<file path="config.mk">
export PLATFORM = sky130hd
export DESIGN_NAME = conv_tile_sched
export DESIGN_NICKNAME = d
export VERILOG_FILES = /design/src/rtl/conv_tile_sched.sv
export SDC_FILE = /design/constraint.sdc
export NUM_CORES = 1
export LEC_CHECK = 0
export CAP_MARGIN = 10
export CORE_ASPECT_RATIO = 0.5
export CORE_MARGIN = 4
export CORE_UTILIZATION = 47
export CTS_CLUSTER_SIZE = 20
export DETAILED_ROUTE_END_ITERATION = 7
export MAX_ROUTING_LAYER = met4
export PLACE_DENSITY = 0.82
export SLEW_MARGIN = 5
export SYNTH_ARGS = -nofsm -noshare
export SYNTH_HDL_FRONTEND = slang
export SYNTH_SLANG_ARGS = --single-unit
</file>
<file path="constraint.sdc">
create_clock -name clk -period 3.68 [get_ports clk]
set_input_delay 0.736 -clock clk [delete_from_list [all_inputs] [get_ports clk]]
set_output_delay 0.736 -clock clk [all_outputs]
set_load 0.02 [all_outputs]
</file>
<file path="src/rtl/conv_tile_sched.sv">
// Tile scheduler for a 3x3 convolution followed by 2x2 max-pool (optional ReLU).
// Fetches 4x4 pixel tiles row by row, feeds an external conv datapath and streams pooled results.
module conv_tile_sched #(
   parameter int IMG_W = 8,
   parameter int IMG_H = 8,
   parameter int RELU  = 1
) (
   input  logic                clk,
   input  logic                rst_n,
   input  logic                start,
   input  logic [71:0]         kernel_in,
   output logic                busy,
   output logic                done,
   output logic                mem_rd_en,
   output logic [15:0]         mem_rd_addr,
   input  logic [31:0]         mem_rd_data,
   output logic [127:0]        dp_image,
   output logic [71:0]         dp_kernel,
   input  logic [79:0]         dp_conv_out,
   output logic                out_valid,
   input  logic                out_ready,
   output logic signed [19:0]  out_data,
   output logic [7:0]          out_row,
   output logic [7:0]          out_col
);

   typedef enum logic [2:0] {IDLE, FETCH, LAST, CALC, EMIT} state_t;

   localparam logic [15:0] W16    = 16'(IMG_W);
   localparam logic [7:0]  C_LAST = 8'(IMG_W - 4);
   localparam logic [7:0]  R_LAST = 8'(IMG_H - 4);

   state_t                r_state;
   state_t                w_next;
   logic [1:0]            r_k;
   logic [7:0]            r_r0;
   logic [7:0]            r_c0;
   logic                  r_rd_vld;
   logic [1:0]            r_rd_row;
   logic [3:0][31:0]      r_tile;
   logic [71:0]           r_kernel;
   logic                  r_done;
   logic signed [19:0]    r_out_data;
   logic [7:0]            r_out_row;
   logic [7:0]            r_out_col;

   logic                  w_hs;
   logic                  w_last_tile;
   logic [15:0]           w_row;
   logic signed [19:0]    w_max;
   logic signed [19:0]    w_result;

   assign w_hs        = (r_state == EMIT) && out_ready;
   assign w_last_tile = (r_r0 == R_LAST) && (r_c0 == C_LAST);
   assign w_row       = 16'(r_r0) + 16'(r_k);
   assign mem_rd_addr = w_row * W16 + 16'(r_c0);

   // NOTE: sequential state uses <= so every register samples pre-edge values.
   always_ff @(posedge clk or negedge rst_n) begin
      if (!rst_n) r_state <= IDLE;
      else        r_state <= w_next;
   end

   // NOTE: defaults first, so no path leaves a signal unassigned and no latch is inferred.
   always_comb begin
      w_next    = r_state;
      busy      = (r_state != IDLE);
      mem_rd_en = 1'b0;
      out_valid = 1'b0;
      case (r_state)
         IDLE:    if (start) w_next = FETCH;
         FETCH: begin
            mem_rd_en = 1'b1;
            if (r_k == 2'd3) w_next = LAST;
         end
         LAST:    w_next = CALC;
         CALC:    w_next = EMIT;
         EMIT: begin
            out_valid = 1'b1;
            if (out_ready) w_next = w_last_tile ? IDLE : FETCH;
         end
         default: w_next = IDLE;
      endcase
   end

   // Pool: signed max of the four conv outputs, then optional clamp at zero.
   always_comb begin
      w_max = $signed(dp_conv_out[19:0]);
      for (int i = 1; i < 4; i++) begin
         if ($signed(dp_conv_out[20*i +: 20]) > w_max) w_max = $signed(dp_conv_out[20*i +: 20]);
      end
      w_result = (RELU != 0 && w_max[19]) ? 20'sd0 : w_max;
   end

   always_ff @(posedge clk or negedge rst_n) begin
      if (!rst_n) begin
         r_k        <= 2'd0;
         r_r0       <= 8'd0;
         r_c0       <= 8'd0;
         r_rd_vld   <= 1'b0;
         r_rd_row   <= 2'd0;
         // NOTE: the tile buffer is reset too, because dp_image must read 0 while in reset.
         r_tile     <= '0;
         r_kernel   <= '0;
         r_done     <= 1'b0;
         r_out_data <= '0;
         r_out_row  <= 8'd0;
         r_out_col  <= 8'd0;
      end else begin
         r_rd_vld <= mem_rd_en;
         r_rd_row <= r_k;
         if (r_rd_vld) r_tile[r_rd_row] <= mem_rd_data;
         if (r_state == IDLE && start) r_kernel <= kernel_in;
         if (r_state == FETCH) r_k <= r_k + 2'd1;
         if (r_state == CALC) begin
            r_out_data <= w_result;
            r_out_row  <= {1'b0, r_r0[7:1]};
            r_out_col  <= {1'b0, r_c0[7:1]};
         end
         r_done <= 1'b0;
         if (w_hs) begin
            if (w_last_tile) begin
               r_r0   <= 8'd0;
               r_c0   <= 8'd0;
               r_done <= 1'b1;
            end else if (r_c0 == C_LAST) begin
               r_c0 <= 8'd0;
               r_r0 <= r_r0 + 8'd2;
            end else begin
               r_c0 <= r_c0 + 8'd2;
            end
         end
      end
   end

   assign done      = r_done;
   assign dp_image  = r_tile;
   assign dp_kernel = r_kernel;
   assign out_data  = r_out_data;
   assign out_row   = r_out_row;
   assign out_col   = r_out_col;

endmodule

</file>
# ---- Word-level counts from Yosys, hierarchy flattened
# Index checks and enable logic that the tools add are counted.
dict set report totals {
  word_cells 64
  input_bits 188
  output_inout_bits 256
  register_bits 259
}
dict set report op_classes {
  n_reduce_logical 9
  n_lt_le_gt_ge 5
  muxes 20
  n_eq_ne 10
  add_sub_neg 5
}
# op count
set ops {}
lappend ops {{bitwise mux 128 bit} 1}
lappend ops {{demux 32 bit (select 2 bit)} 1}
lappend ops {{greater-than comparator 20 bit} 3}
lappend ops {{two-way mux 20 bit} 3}
lappend ops {{two-way mux 32 bit} 1}
lappend ops {{two-way mux 8 bit} 4}
lappend ops {{two-way mux 19 bit} 1}
lappend ops {{adder 8 x 2 -> 8 bit, second input constant} 2}
lappend ops {{== test 8 x 3 -> 1 bit, second input constant} 2}
lappend ops {{case mux 3 bit (5 select lines)} 1}
lappend ops {{adder 12 x 8 -> 13 bit} 1}
lappend ops {{adder 8 x 2 -> 9 bit} 1}
lappend ops {{two-way mux 3 bit} 3}
lappend ops {{== test 3 x 2 -> 1 bit, second input constant} 2}
lappend ops {{!= test 2 bit, second input constant} 3}
lappend ops {{two-way mux 1 bit} 5}
lappend ops {{logical AND 1 bit} 4}
lappend ops {{== test 3 x 1 -> 1 bit, second input constant} 1}
lappend ops {{== test 3 bit, second input constant} 1}
lappend ops {{zero test 3 bit} 1}
lappend ops {{less-than comparator 2 x 3 -> 1 bit, second input constant} 1}
lappend ops {{AND reduction 3 bit} 1}
lappend ops {{nonzero test 3 bit} 1}
lappend ops {{adder 2 x 1 -> 2 bit, second input constant} 1}
lappend ops {{4 further kinds} 4}

# ---- Longest topological paths before layout
dict set report depth {
  ltp_word 7
  mapped_depth 34
  depth_no_buf 26
}

# ---- Worst setup path after synthesis
# No wires, ideal clock.
dict set report synth_path {
  path_kind {in2reg}
  start {input port dp_conv_out[18]}
  end {register r_out_data[10], in the netlist out_data[10]}
  n_path_buf 8
  arrival_time_ns 7.181
  path_slack_ns -3.596
  stages 33
  required_time_ns 3.585
  path_cell_list {inv_1 -> ha_1 -> nand4_2 -> or4_1 -> clkbuf_1 -> clkbuf_1 -> o211ai_1 -> a32oi_1 -> a211oi_1 -> nand2_1 -> inv_1 -> ha_1 -> nor2b_1 -> o211a_1 -> o311a_1 -> or4_1 -> and2_1 -> buf_6 -> buf_6 -> buf_6 -> buf_6 -> a21o_1 -> ha_1 -> nand2_1 -> nor4_1 -> o311a_1 -> nor3_1 -> or2_2 -> buf_6 -> nand2_1 -> buf_2 -> o221ai_1 -> o31ai_1}
}
dict set report synth_via {
  elab_chain_len 7
}
# item line_no
set synth_lines {}
lappend synth_lines {{from (decl)} 19} ;# input logic [79:0] dp_conv_out,
lappend synth_lines {{greater-than comparator 20 bit} 90} ;# if ($signed(dp_conv_out[20*i +: 20]) > w_max) w_max = $signed(dp_conv_out[20*i +: 20]);
lappend synth_lines {{two-way mux 20 bit (*)} 90}
lappend synth_lines {{greater-than comparator 20 bit} 90}
lappend synth_lines {{two-way mux 20 bit (*)} 90}
lappend synth_lines {{greater-than comparator 20 bit} 90}
lappend synth_lines {{two-way mux 20 bit (*)} 90}
lappend synth_lines {{two-way mux 19 bit (*)} 92} ;# w_result = (RELU != 0 && w_max[19]) ? 20'sd0 : w_max;
lappend synth_lines {{to (signal assigned)} 116} ;# r_out_data <= w_result;
lappend synth_lines {{to (decl)} 43} ;# logic signed [19:0] r_out_data;
# Mark *: on every way between the ends. The rest lies on a longest branch, timed or not.
# A chain may end at the register's enable or synchronous reset.

# ---- Worst setup path after layout
dict set report layout_path {
  start {input port dp_conv_out[34]}
  end {register r_out_data[12], in the netlist out_data[12]}
}
# The elaborated chain is that of the path after synthesis.

==> flow_summary.json <==
{
  "crit_required_ns": 4.07,
  "maxCapViolations": 0,
  "clkPwrFrac": 0.147,
  "rsz0062_at_grt": "yes",
  "finalSetupViolations": 19,
  "synth-async-reset-ratio": 1.00,
  "finish.utilization": 0.788,
  "syn-instance-count": 1186,
  "p_per_area_nw_per_um2": 767,
  "die_area_sq_um": 31900,
  "wl_per_cell_um": 21.0,
  "fin_ws_ns": -2.84,
  "syn_area_per_cell_sq_um": 11.5,
  "io_buffers": 435,
  "critPathBufInv": 8,
  "cts_buffers": 24,
  "first_iter_violations": 640,
  "insertion_delay_ns": 0.52,
  "ys_ff_latch": 256,
  "cp_max_fo": 10,
  "mostFrequentLayoutCell": "clkdlybuf4s50_1",
  "critPathMaxStageDelay_ns": 0.56,
  "drc_errors": 0,
  "routed_wl_um": 46900,
  "synth_top_area_cell": "dfrtp_1",
  "fin_skew_ns": 0.0179,
  "overflow": 0,
  "grt_max_degree": 107,
  "drive_gt1_frac": 0.380,
  "postCtsHoldBufs": 0,
  "syn_area_sq_um": 13600,
  "slew_headroom": 0.468,
  "hold_viol": 0,
  "power_frac_seq": 0.290,
  "cts_root_buffer": "clkbuf_16",
  "synth_top_area_share": 0.471,
  "failed_checks": "setup timing",
  "combPwrFrac": 0.563,
  "maxSlewViolCount": 0,
  "placed_area_sq_um": 19600,
  "clkTransAtPathRegs_ns": 0.06,
  "final_cell_mix": "clkdlybuf4s50_1 (393), dfrtp_1 (255), buf_4 (230), mux2_2 (217), nand2_1 (69)",
  "diodes": 0,
  "tightest_slew_ns": 0.798,
  "ys_types": 66,
  "gr-usage-all-layers": 0.287,
  "worstHoldPathType": "in2async",
  "dr.pass1.iters": 5,
  "cellInternalPower_uw": 10500,
  "cts_buffer_depth": 3,
  "final_area_sq_um": 22100,
  "yosys_warnings": 0,
  "die_w_um": 249,
  "synthFlopType": "dfrtp_1",
  "dp_hpwl_um": 33300,
  "switchingPower_uw": 6440,
  "cts_max_level": 1,
  "synth_edf_count": 0,
  "post-route-period-util": 1.77,
  "antenna_found_initial": 0,
  "timing.setup.tns_ns": -53.16,
  "start_util": 0.484,
  "power.share.switching": 0.380,
  "vias_per_cell": 5.56,
  "min_period_ns": 6.52,
  "cpMaxStageDelayCell": "or4_4",
  "cp-start-kind": "primary input",
  "yosys-top-cells-area": "dfrtp_1 (47%), mux2_2 (18%), ha_1 (6.4%)",
  "tritoncts": "built",
  "cp_data_arrival_time_ns": 6.90,
  "path_common_cell": "buf_6",
  "crit_path_end_kind": "flip-flop",
  "crit_type": "in2reg",
  "cts_sinks": 256,
  "fmax_mhz": 153,
  "num_rows": 43,
  "synth-seq-area-share": 0.471,
  "worst_ir_drop_vdd_mv": 0.529,
  "areaGrowthSynthToFinish_pct": 62.8,
  "num_io_pins": 444,
  "fp.dieH_um": 128,
  "via_count": 12444,
  "status": "finished with violations",
  "leakagePower_uw": 0.00961,
  "grt_pass1_vias": 13144,
  "gp_congestion": 0.882,
  "crit_family": "simple AND/OR/NAND/NOR gates",
  "coreArea_sq_um": 28100,
  "nets": 2098,
  "grt_pass1_wl_um": 72500,
  "ant_nets": 0
}
## power by group through the flow
stage	logic (uW)	registers, uW	clock network (uW)
finish	9550	4920	2500
global route	10000	5070	2670
floorplan	3050	6340	0
detailed placement	8620	4940	0
global placement	8420	4830	0
CTS	9210	4910	2540
## state kept, by name, indices dropped and copies added, names as in the netlist, 2 cells and up
register	cells
out_data	19
dp_image	128
r_k	2
out_row	7
r_r0	7
out_col	7
r_c0	7
dp_kernel	72
r_rd_row	2
r_state	3
## final timing paths
kind | from | end | slack (ns) | cells past startpoint
setup / recovery | dp_conv_out[34] | out_data[12] | -2.84 | 31
setup reg to reg | r_c0[4] | r_r0[7] | 1.23 | 6
hold reg to reg | out_data[11] | out_data[11] | 0.49 | 2
max in group asynchronous | rst_n | dp_kernel[67] | 2.47 | 2
min in group clk | out_data[11] | out_data[11] | 0.49 | 2
hold / removal | rst_n | dp_image[117] | 0.25 | 1
## Yosys cell counts (all sizes together) (2+ instances only)
master / number
o211a: 2
nor3: 5
o31ai: 19
ha: 69
nand3b: 4
nand3: 12
xnor2: 11
a211oi: 22
nand2b: 41
o211ai: 22
and2: 6
a21o: 8
a32oi: 18
mux2i: 18
nor3b: 2
clkbuf: 59
and3: 25
nor2b: 5
or2: 3
nor2: 44
o311a: 2
nor4: 22
mux2: 217
nand2: 73
or4: 3
xor2: 4
a31oi: 5
o21ai: 26
buf: 24
nand4: 13
dfrtp: 256
o221ai: 19
inv: 44
a211o: 18
a21oi: 47
o21bai: 3
## worst register-to-register path: cells and delay by family, from the launching register on
kind	cells	cell delay (ns)
AND/OR/NAND/NOR	4	1.62
flip-flops	1	0.38
XOR/XNOR	1	0.16
buffers and inverters	1	0.17
## metrics by stage
step	hold slack, ns	cells	total power (uW)	worst slack, ns
detailed placement	0.463	2085	13600	-3.90
global route	0.301	2238	17800	-2.96
floorplan	0.400	1193	9390	-3.11
CTS	0.275	2217	16700	-2.52
global placement	0.456	2085	13200	-3.66
finish	0.250	2238	17000	-2.84
## cells by family (layout without fill, tap and decap cells)
group                    Yosys count  count (layout)  share of synthesized area
AND/OR/NAND/NOR                  263             266                      0.102
XOR/XNOR                          15              15                    0.00966
multiplexers                     235             235                      0.193
flip-flops                       256             256                      0.471
AO/OA/AOI/OAI                    218             218                      0.116
buffers and inverters            127             787                     0.0422
adder cells (fa/ha/maj)           71              71                     0.0657
other                              1               8                   0.000276
## layer usage
| metal | global-route usage | share of wire | vias to the layer above |
|---|---|---|---|
| li1 | - | - | 5649 |
| met2 | 0.549 | 0.55 | 440 |
| met3 | 0.0253 | 0.037 | 144 |
| met5 | - | 0 | - |
| met4 | 0.0873 | 0.042 | 0 |
| met1 | 0.322 | 0.38 | 6211 |
## repair_timing
action,4_1_cts,5_1_grt
cloned,3,5
resized for setup,271,77
setup buffers,87,19
endpoints found under the setup margin,23,22
pin swaps,87,63
## final cells by class
cell class                      instances  area [sq um]
Clock buffer                           32           681
Clock inverter                         10           118
Fill cell                            1745          5960
Inverter                               44           205
Multi-Input combinational cell        813          7590
Sequential cell                       256          6410
Tap cell                              382           478
Timing Repair Buffer                  701          6650
No activity file was read; power rests on OpenSTA's default activity.
